[src/rtl/mux_nx1_stream_pkg.sv]
// Shared definitions for the N-to-1 streaming multiplexer.
//   MODE_MANUAL / MODE_RR : encodings of the mode input
//   sel_width()           : channel-index width for a given channel count (min 1)
package mux_nx1_stream_pkg;

    localparam logic MODE_MANUAL = 1'b0;
    localparam logic MODE_RR     = 1'b1;

    // Smallest w >= 1 with 2**w >= n.
    function automatic int sel_width(input int n);
        int w;
        w = 1;
        while ((1 << w) < n) begin
            w = w + 1;
        end
        return w;
    endfunction

endpackage

[src/rtl/mux_nx1_stream_if.sv]
// Handshake/bus bundle of mux_nx1_stream.
//   Producer side : in_data, in_valid, in_ready, mode, sel
//   Consumer side : out_data, out_valid, out_ready, out_chan
// Modport slave is the multiplexer itself; master is whoever drives it.
interface mux_nx1_stream_if #(
    parameter int WIDTH    = 8,
    parameter int CHANNELS = 4,
    parameter int SEL_W    = 2
);
    logic [CHANNELS*WIDTH-1:0] in_data;
    logic [CHANNELS-1:0]       in_valid;
    logic [CHANNELS-1:0]       in_ready;
    logic                      mode;
    logic [SEL_W-1:0]          sel;
    logic [WIDTH-1:0]          out_data;
    logic                      out_valid;
    logic                      out_ready;
    logic [SEL_W-1:0]          out_chan;

    modport slave (
        input  in_data, in_valid, mode, sel, out_ready,
        output in_ready, out_data, out_valid, out_chan
    );

    modport master (
        output in_data, in_valid, mode, sel, out_ready,
        input  in_ready, out_data, out_valid, out_chan
    );
endinterface

[src/rtl/mux_nx1_stream_rr_arbiter.sv]
// Round-robin arbiter with a rotating priority pointer.
//   clk, rst    : clock, synchronous active-high reset (pointer -> 0)
//   req         : per-channel request
//   advance     : the current grant was consumed; move pointer past it
//   grant       : one-hot grant (all zero when no request)
//   grant_idx   : index of the granted channel
//   grant_valid : some channel is granted
module mux_nx1_stream_rr_arbiter #(
    parameter int CHANNELS = 4,
    parameter int SEL_W    = 2
) (
    input  logic                clk,
    input  logic                rst,
    input  logic [CHANNELS-1:0] req,
    input  logic                advance,
    output logic [CHANNELS-1:0] grant,
    output logic [SEL_W-1:0]    grant_idx,
    output logic                grant_valid
);

    logic [SEL_W-1:0] ptr_q;
    logic [SEL_W-1:0] ptr_d;

    // First requester at or after the pointer, wrapping modulo CHANNELS.
    always_comb begin
        int               cand;
        logic [SEL_W-1:0] cand_idx;
        grant       = '0;
        grant_idx   = '0;
        grant_valid = 1'b0;
        cand        = 0;
        cand_idx    = '0;
        for (int off = 0; off < CHANNELS; off++) begin
            cand = int'(ptr_q) + off;
            if (cand >= CHANNELS) begin
                cand = cand - CHANNELS;
            end else begin
                cand = cand;
            end
            cand_idx = SEL_W'(cand);
            if (!grant_valid && req[cand_idx]) begin
                grant_valid     = 1'b1;
                grant[cand_idx] = 1'b1;
                grant_idx       = cand_idx;
            end else begin
                grant_valid = grant_valid;
            end
        end
    end

    // Pointer moves one past the consumed grant; explicit wrap keeps
    // non-power-of-two channel counts inside range.
    always_comb begin
        ptr_d = ptr_q;
        if (advance && grant_valid) begin
            if (int'(grant_idx) == CHANNELS - 1) begin
                ptr_d = '0;
            end else begin
                ptr_d = grant_idx + SEL_W'(1);
            end
        end else begin
            ptr_d = ptr_q;
        end
    end

    // Pointer register.
    always_ff @(posedge clk) begin
        if (rst) begin
            ptr_q <= '0;
        end else begin
            ptr_q <= ptr_d;
        end
    end

endmodule

[src/rtl/mux_nx1_stream.sv]
// Parametrised N-to-1 registered stream multiplexer.
//   clk : sole clock
//   rst : synchronous active-high reset
//   bus : mux_nx1_stream_if.slave -- per-lane valid/ready inputs, mode/sel,
//         and one registered valid/ready output carrying data and source index.
// mode=0 follows sel; mode=1 grants round-robin among valid lanes. A word is
// accepted whenever the output register is empty or being drained this cycle.
module mux_nx1_stream
    import mux_nx1_stream_pkg::*;
#(
    parameter int WIDTH    = 8,
    parameter int CHANNELS = 4,
    parameter int SEL_W    = sel_width(CHANNELS)
) (
    input  logic               clk,
    input  logic               rst,
    mux_nx1_stream_if.slave    bus
);

    logic [CHANNELS-1:0] rr_grant_s;
    logic [SEL_W-1:0]    rr_idx_s;
    logic                rr_valid_s;
    logic                load_en_s;
    logic [CHANNELS-1:0] ready_s;
    logic [SEL_W-1:0]    chan_s;
    logic                xfer_s;
    logic                rr_advance_s;
    logic [WIDTH-1:0]    lane_s;

    logic [WIDTH-1:0]    out_data_q,  out_data_d;
    logic [SEL_W-1:0]    out_chan_q,  out_chan_d;
    logic                out_valid_q, out_valid_d;

    mux_nx1_stream_rr_arbiter #(
        .CHANNELS (CHANNELS),
        .SEL_W    (SEL_W)
    ) u_rr (
        .clk         (clk),
        .rst         (rst),
        .req         (bus.in_valid),
        .advance     (rr_advance_s),
        .grant       (rr_grant_s),
        .grant_idx   (rr_idx_s),
        .grant_valid (rr_valid_s)
    );

    // Mode mux: choose which lane is offered load_en and which index it carries.
    always_comb begin
        load_en_s = !out_valid_q || bus.out_ready;
        ready_s   = '0;
        chan_s    = '0;
        if (rst) begin
            ready_s = '0;
        end else begin
            case (bus.mode)
                MODE_MANUAL: begin
                    chan_s = bus.sel;
                    // Out-of-range select leaves every lane un-ready.
                    if (int'(bus.sel) < CHANNELS) begin
                        ready_s[bus.sel] = load_en_s;
                    end else begin
                        ready_s = '0;
                    end
                end
                MODE_RR: begin
                    chan_s  = rr_idx_s;
                    ready_s = rr_grant_s & {CHANNELS{load_en_s && rr_valid_s}};
                end
                default: begin
                    ready_s = '0;
                end
            endcase
        end
        xfer_s       = |(bus.in_valid & ready_s);
        rr_advance_s = xfer_s && (bus.mode == MODE_RR);
    end

    // Lane extraction by compare rather than a variable slice so an index
    // past CHANNELS-1 can never select out of range.
    always_comb begin
        lane_s = '0;
        for (int i = 0; i < CHANNELS; i++) begin
            if (SEL_W'(i) == chan_s) begin
                lane_s = bus.in_data[i*WIDTH +: WIDTH];
            end else begin
                lane_s = lane_s;
            end
        end
    end

    // Output register next state: load wins over drain, so a same-edge
    // drain+load keeps out_valid high with the new word.
    always_comb begin
        out_data_d  = out_data_q;
        out_chan_d  = out_chan_q;
        out_valid_d = out_valid_q;
        if (xfer_s) begin
            out_data_d  = lane_s;
            out_chan_d  = chan_s;
            out_valid_d = 1'b1;
        end else if (out_valid_q && bus.out_ready) begin
            out_valid_d = 1'b0;
        end else begin
            out_valid_d = out_valid_q;
        end
    end

    // Output registers.
    always_ff @(posedge clk) begin
        if (rst) begin
            out_data_q  <= '0;
            out_chan_q  <= '0;
            out_valid_q <= 1'b0;
        end else begin
            out_data_q  <= out_data_d;
            out_chan_q  <= out_chan_d;
            out_valid_q <= out_valid_d;
        end
    end

    assign bus.in_ready  = ready_s;
    assign bus.out_data  = out_data_q;
    assign bus.out_chan  = out_chan_q;
    assign bus.out_valid = out_valid_q;

endmodule

[src/flat_wrapper.sv]
// flat-port wrapper written by rule: the top's interface ports become plain ports
module mux_nx1_stream_flat import mux_nx1_stream_pkg::*;
#(
    parameter int WIDTH    = 8,
    parameter int CHANNELS = 4,
    parameter int SEL_W    = sel_width(CHANNELS)
)
  (clk, rst, bus_in_data, bus_in_valid, bus_mode, bus_sel, bus_out_ready, bus_in_ready, bus_out_data, bus_out_valid, bus_out_chan);
  mux_nx1_stream_if #(.WIDTH(WIDTH), .CHANNELS(CHANNELS), .SEL_W(SEL_W)) bus_i ();
  input  logic clk;
  input  logic rst;
  input wire logic [$bits(bus_i.in_data)-1:0] bus_in_data;
  input wire logic [$bits(bus_i.in_valid)-1:0] bus_in_valid;
  input wire logic [$bits(bus_i.mode)-1:0] bus_mode;
  input wire logic [$bits(bus_i.sel)-1:0] bus_sel;
  input wire logic [$bits(bus_i.out_ready)-1:0] bus_out_ready;
  output wire logic [$bits(bus_i.in_ready)-1:0] bus_in_ready;
  output wire logic [$bits(bus_i.out_data)-1:0] bus_out_data;
  output wire logic [$bits(bus_i.out_valid)-1:0] bus_out_valid;
  output wire logic [$bits(bus_i.out_chan)-1:0] bus_out_chan;
  assign bus_i.in_data = bus_in_data;
  assign bus_i.in_valid = bus_in_valid;
  assign bus_i.mode = bus_mode;
  assign bus_i.sel = bus_sel;
  assign bus_i.out_ready = bus_out_ready;
  assign bus_in_ready = bus_i.in_ready;
  assign bus_out_data = bus_i.out_data;
  assign bus_out_valid = bus_i.out_valid;
  assign bus_out_chan = bus_i.out_chan;
  mux_nx1_stream #(.WIDTH(WIDTH), .CHANNELS(CHANNELS), .SEL_W(SEL_W)) u_core (.clk(clk), .rst(rst), .bus(bus_i));
endmodule
[config.mk]
export PLATFORM = sky130hd
export DESIGN_NAME = mux_nx1_stream_flat
export DESIGN_NICKNAME = d
export VERILOG_FILES = /design/src/rtl/mux_nx1_stream_pkg.sv /design/src/rtl/mux_nx1_stream_if.sv /design/src/rtl/mux_nx1_stream_rr_arbiter.sv /design/src/rtl/mux_nx1_stream.sv /design/src/flat_wrapper.sv
export SDC_FILE = /design/constraint.sdc
export NUM_CORES = 1
export LEC_CHECK = 0
export CORE_ASPECT_RATIO = 1.2
export CORE_UTILIZATION = 45
export DETAILED_ROUTE_END_ITERATION = 8
export PLACE_DENSITY = 0.89
export SYNTH_ARGS = -nofsm -noshare
export SYNTH_HDL_FRONTEND = slang
export SYNTH_SLANG_ARGS = --single-unit
[constraint.sdc]
create_clock -name clk -period 4.7 [get_ports clk]
set_input_delay 1.41 -clock clk [delete_from_list [all_inputs] [get_ports clk]]
set_output_delay 1.41 -clock clk [all_outputs]
set_load 0.05 [all_outputs]
==> PnR_summary.wiki <==
{| class="wikitable"
! Metric !! Value
|-
| Wire length of the first global-routing pass || 7548 µm
|-
| TritonCTS clock tree || yes
|-
| Final Cell Area || 2439 µm²
|-
| Ratio of total power to cell area || 411.4 nW/µm²
|-
| Area of placed instances || 2331 µm²
|-
| Peak clock frequency supported by timing || 219.2 MHz
|-
| Half-perimeter wire length after placement || 3597 µm
|-
| Number of global-route vias before repair || 1697
|-
| Final Slew Violations || 0
|-
| Number of distinct library cells after synthesis || 48
|-
| Worst-case vdd ir drop || 328.8 µV
|-
| Standby leakage power || 1.006 nW
|-
| Clock latency of the later-clocked register in the worst-skew pair || 0.24 ns
|-
| Worst-case hold path end point || u_core.bus.out_data[0]
|-
| Number of core rows || 23
|-
| Quantity of hold-fixing buffers added after cts || 0
|-
| Violation count after the first detailed-routing iteration || 83
|-
| Reg2reg start || u_core.u_rr.ptr_q[0]
|-
| Synth Net Count || 235
|-
| Initial antenna violation count || 0
|-
| Number of enable-type register cells in the synthesized netlist || 0
|-
| Power, Total || 1.003 mW
|-
| Yosys top cell area share || 16.59%
|-
| Layout cells sized above 1 || 26.74%
|-
| Period utilization || 97.08%
|-
| Maximum root-to-sink buffer count || 2
|-
| Outcome || completed
|-
| Average routed wire per standard cell || 16.36 µm
|-
| Final Hold Violating Endpoints || 0
|-
| Worst hold path stage count || 2
|-
| Yosys synthesis warning count || 0
|-
| Data arrival time of the critical path || 3.15 ns
|-
| Number of max-cap violations || 0
|-
| Routability cong. || 0.8759
|-
| Crit path capture type || output port
|-
| Number of sinks on the clock net || 13
|-
| Number of cells on the worst reg-to-reg path || 9
|-
| Chip height || 66.69 µm
|-
| Dominant cells by area after synthesis || sky130_fd_sc_hd__dfxtp_1, sky130_fd_sc_hd__mux2i_1, sky130_fd_sc_hd__mux2_2, sky130_fd_sc_hd__ha_1, sky130_fd_sc_hd__mux4_2
|-
| End of the worst register-to-register path || u_core.u_rr.ptr_q[0]
|-
| Total routing usage reported by global routing || 25.56%
|-
| Setup TNS || 0 ns
|-
| CTS clk-pin slew, worst paths || 0.05 ns
|-
| GRT overflow || 0
|-
| Worst slew margin relative to its limit || 64.85%
|-
| Async set-or-reset flop fraction in the synthesized netlist || 0%
|-
| Nets || 308
|-
| Cell taking the most area after synthesis || sky130_fd_sc_hd__dfxtp_1
|-
| Internal reg-to-reg setup slack || 1.60 ns
|-
| Pin count of the biggest net entering global routing || 18
|-
| Die ar. || 3728 µm²
|-
| Slew at the pin with the worst max-slew slack || 0.5256 ns
|-
| Sort of element at the start of the critical path || input pin
|-
| Hold path startpoint || u_core.bus.out_data[0]
|-
| Width of the die || 55.91 µm
|-
| Fill count || 236
|-
| Core area || 3338 µm²
|-
| Cell at the root of the clock tree || sky130_fd_sc_hd__clkbuf_8
|-
| DRC violations left || 0
|-
| Final critical path time including I/O delays and setup || 4.563 ns
|-
| HP Class || reg -> reg
|-
| Final wirelength || 4826 µm
|-
| Cell area after synthesis || 1569 µm²
|-
| Number of top-level design ports || 57
|-
| First-pass detailed-route iteration total || 4
|-
| Data required time of the worst path || 3.29 ns
|-
| Layout-stage area growth over the synthesis result || 55.42%
|-
| Number of vias in the routed layout || 1793
|-
| Total number of H-tree levels || 1
|-
| Seq cells post-synth || 13
|-
| Total of endpoints with negative setup slack in the final report || 0
|-
| Worst Path Max Fanout || 5
|-
| Starting Density || 47.00%
|-
| Unrepaired setup endpoints after global routing || false
|-
| Clock skew || 0.003416 ns
|-
| Number of antenna-violating nets in the routed design || 0
|-
| Total clock buffers created by CTS || 3
|-
| Startpoint-to-endpoint class of the critical path || in -> out
|-
| Most frequent cell after synthesis || sky130_fd_sc_hd__mux2i_1
|-
| Synthesized netlist cell count || 186
|-
| Number of diodes added for antenna fixing || 0
|-
| Vias per inst || 6.078
|-
| Portion of the post-synthesis area used by sequential elements || 16.59%
|-
| Number of buffers inserted by port buffering || 56
|-
| Most numerous cell types in the synthesized netlist || sky130_fd_sc_hd__mux2i_1, sky130_fd_sc_hd__dfxtp_1, sky130_fd_sc_hd__a21oi_1, sky130_fd_sc_hd__clkbuf_1, sky130_fd_sc_hd__nor2_1
|-
| Dominant synthesized flop cell || sky130_fd_sc_hd__dfxtp_1
|-
| Syn avg cell area || 8.436 µm²
|}
[power breakdown]
part           switching, mW  internal (mW)
logic                  0.411          0.330
registers             0.0190          0.147
clock network         0.0377         0.0598
total                  0.467          0.536
[timing repair]
action | in CTS | in global routing
gates cloned | 1 | 0
pin swaps | 5 | 2
buffers inserted | 1 | 0
resized for setup | 18 | 10
endpoints found under the setup margin | 4 | 4
[worst max path at each step]
stage	start	to	slack [ns]
floorplan	bus_in_valid[0]	bus_in_ready[3]	0.03
global placement	bus_in_valid[2]	bus_in_ready[3]	-0.23
detailed placement	bus_in_valid[2]	bus_in_ready[3]	-0.25
CTS	bus_in_valid[3]	bus_in_ready[3]	0.02
global route	bus_in_valid[2]	bus_in_ready[0]	0.07
finish	bus_in_valid[2]	bus_in_ready[0]	0.14
[state kept, by name (all words and copies together) (netlist names)]
signal,cells
u_core.bus.out_chan,2
u_core.bus.out_data,8
u_core.u_rr.ptr_q,2
u_core.bus.out_valid,1
[critical path: stages]
cell and delay, ns:
sky130_fd_sc_hd__buf_2 0.13, sky130_fd_sc_hd__mux4_4 0.65, sky130_fd_sc_hd__nand3b_1 0.21, sky130_fd_sc_hd__a21oi_2 0.13, sky130_fd_sc_hd__a21o_1 0.12, sky130_fd_sc_hd__a21o_1 0.12
sky130_fd_sc_hd__a21oi_2 0.06, sky130_fd_sc_hd__nor2_2 0.16, sky130_fd_sc_hd__buf_12 0.16
[logic make-up after synthesis]
group                      share of synthesized area (%)
xor gates and xnor gates                          0.5583
buffers and inverters                              7.017
and+or+nand+nor                                    20.97
adders and majority gates                          5.582
muxes                                              23.21
AOI/OAI and AO/OA                                  26.08
DFF                                                16.59
[routing by layer]
metal / track usage, % / wire [µm]
met1: 27.24 / 1771
met2: 48.34 / 2624
met3: 5.243 / 328
met4: 11.89 / 102
met5: 0 / 0
[layout by cell type, fill, tap and decap left out, drive strengths merged, types with 2 or more instances in the layout]
master | Yosys | routed
a21o | 7 | 7
o21ai | 11 | 11
o21a | 3 | 3
mux2i | 17 | 17
a211oi | 2 | 2
clkbuf | 10 | 7
nand3b | 7 | 7
nand2b | 4 | 4
nand3 | 3 | 3
nor3 | 4 | 4
buf | 7 | 33
o2111a | 2 | 2
nor2b | 7 | 7
a21boi | 2 | 2
clkdlybuf4s50 | 0 | 48
o211ai | 5 | 5
nor3b | 5 | 5
a31oi | 3 | 3
nand2 | 5 | 5
inv | 3 | 3
nor2 | 10 | 10
dfxtp | 13 | 13
a21oi | 11 | 11
mux4 | 4 | 5
a22oi | 3 | 3
mux2 | 9 | 9
nand4 | 8 | 8
ha | 7 | 7
[cell type report]
| type | instances | area [µm²] | share of cell area [%] |
|---|---|---|---|
| Timing Repair Buffer | 84 | 802.0 | 32.89 |
| Multi-Input combinational cell | 154 | 1274 | 52.23 |
| Clock buffer | 4 | 45.04 | 1.847 |
| Tap cell | 37 | 46.29 | 1.898 |
| Inverter | 3 | 11.26 | 0.4618 |
| Sequential cell | 13 | 260.3 | 10.67 |
[through the flow]
| stage | hold WS (ns) | setup slack (ns) | util (%) | cells |
|---|---|---|---|---|
| after detailed placement | 0.4536 | -0.2540 | 69.83 | 289 |
| final | 0.4618 | 0.1373 | 73.05 | 295 |
| after global placement | 0.4448 | -0.2344 | 69.83 | 289 |
| after global routing | 0.4821 | 0.06509 | 73.05 | 295 |
| after floorplan | 0.6858 | 0.02833 | - | 186 |
| after CTS | 0.4636 | 0.01738 | 73.13 | 295 |
Power figures use the tool's default switching activity.
==> patch (same flow settings) <==
`out_data_q` no longer has a reset.
--- a/src/rtl/mux_nx1_stream.sv
+++ b/src/rtl/mux_nx1_stream.sv
@@ -108,14 +108,16 @@
     // Output registers.
     always_ff @(posedge clk) begin
         if (rst) begin
-            out_data_q  <= '0;
             out_chan_q  <= '0;
             out_valid_q <= 1'b0;
         end else begin
-            out_data_q  <= out_data_d;
             out_chan_q  <= out_chan_d;
             out_valid_q <= out_valid_d;
         end
+    end
+
+    always_ff @(posedge clk) begin
+        out_data_q <= out_data_d;
     end
 
     assign bus.in_ready  = ready_s;
Behaviour: differs if rst is asserted again (counterexample within 4 cycles, from zero or initial values and one cycle with rst high); with rst held inactive, the same outputs for 10 cycles.
==> patch against the unedited design <==
Count of clock-buffer cells in the layout stayed put; area after synthesis down 4.1%; sequential cell count unchanged; sequential power is 16% higher; final cell count decreased by 8.5%; synthesized cell count fell by 15%; utilization rose by 2.5 points; critical endpoint is now bus_in_ready[2]; routed wire length shrank 7.0%; clock power is 23% lower; critical path type unchanged; worst setup slack got worse by 0.093 ns; total power grew 24%; final area decreased by 3.6%; via count fell by 13%; register-to-register slack got worse by 0.13 ns.
==> patch: results (changes against the unedited design) <==
Timing
  • Clock Skew: 0.00247 ns (-0.000950 ns)
  • Worst Max-Slew Pin Slew: 0.704 ns (+0.178 ns)
  • Hold slack: 0.639 ns (+0.177 ns)
  • Worst setup margin: 0.0445 ns (-0.0927 ns)

Final layout
  • Non-clk invs: 7 (+4)
  • Clock network area share: 0.0112 (-0.00729)
  • Fillers: 215 (-8.9%)
  • Share of layout cells above drive strength 1: 0.269 (+0.00179)
  • Footprint of the multi-input gates: 1120 sq um (-12%)
  • Comb_multi_in: 127 (-18%)
  • Final non-clock buffer share: 0.338 (+0.00959)
  • Nets: 285 (-7.5%)
  • Post-route cell area: 2350 sq um (-3.6%)
  • Bufs w/o clock: 83 (-1.2%)

Synthesis
  • Post-Syn Nets: 209 (-11%)
  • Area contributors post-synth: mux2i_1 (23%), edfxtp_1 (16%), dfxtp_1 (6.7%), ha_1 (6.7%), mux4_2 (4.5%)
  • Post-synth cell types: 41 (-15%)
  • Post-synthesis sequential area ratio: 0.226 (+0.0602)
  • Ys flop type: edfxtp_1
  • Top post-synthesis cells by count: mux2i_1 (34), a21oi_1 (11), nor2_1 (11)

Route
  • Starting DRC count in detailed routing: 33 (-60%)
  • Vias per cell: 5.79 (-4.8%)
  • Total wire length: 4490 microns (-7.0%)
  • Post-DR wirelength/cell: 16.6 microns (+1.6%)

Worst setup path
  • Critical Path AT: 3.25 ns (+0.10 ns)
  • R2R Path End: u_core.bus.out_data[1]
  • Worst Reg-to-Reg Cells: 11 (+2)
  • Reg2reg setup slack: 1.47 ns (-0.13 ns)

Hold path
  • Hold Startpoint: u_core.bus.out_chan[1]
  • Hold Path End: u_core.bus.out_chan[1]

GRT
  • GR Util All Layers: 0.274 (+0.0187)
  • First-pass GRT wire length: 7030 microns (-6.8%)
  • Vias in the first global route: 1602 (-5.6%)
  • Pin count of the biggest net entering global routing: 20 (+2)

Placed design
  • Post-DP Area: 2230 sq um (-4.3%)
  • DP Worst Slack: -0.475 ns (-0.221 ns)
  • Cell count after placement: 264 (-8.7%)
  • DPL Wire Length: 3590 microns (about the same)

Status
  • Status: finished, final reports clean

Floorplan
  • Row count: 22 (-4.3%)

Clock tree
  • Root Driver: clkbuf_4
  • CTS clk-pin slew, worst paths: 0.08 ns (+0.03 ns)
  • Later-pin clock latency in the skew report: 0.29 ns (+0.05 ns)

Power and ir drop
  • P_leak: 0.935 nW (-7.1%)
  • Worst IR Drop VDD: 0.325 mV (-1.3%)
[patch: logic make-up after synthesis]
kind of cell | Yosys count | synth area share
flops | 13 | 0.226
buf+inv | 19 | 0.0657
fa+ha+maj | 8 | 0.0665
xor+xnor | 1 | 0.00582
mux | 40 | 0.298
simple gates | 37 | 0.138
compound gates | 41 | 0.200
[patch: metal layers]
layer / vias up / GRT usage / wire (microns)
met1: 742 / 0.280 / 1720
li1: 756 / - / -
met2: 55 / 0.521 / 2520
met5: - / 0 / 0
met4: 0 / 0.125 / 92
met3: 9 / 0.0278 / 150
[patch: where the power goes]
group / leakage, nW / internal [mW] / total, mW / switching [mW]
Clock: 0.0150 / 0.0331 / 0.0747 / 0.0416
Sequential: 0.117 / 0.177 / 0.191 / 0.0143
Combinational: 0.803 / 0.441 / 0.982 / 0.541
[patch: critical path, stage by stage]
cell     delay (ns)
buf_8          0.10
mux4_2         0.48
or2_4          0.29
o31a_4         0.37
nand2_4        0.10
a21oi_2        0.05
a31oi_2        0.22
nor2_4         0.05
buf_8          0.17
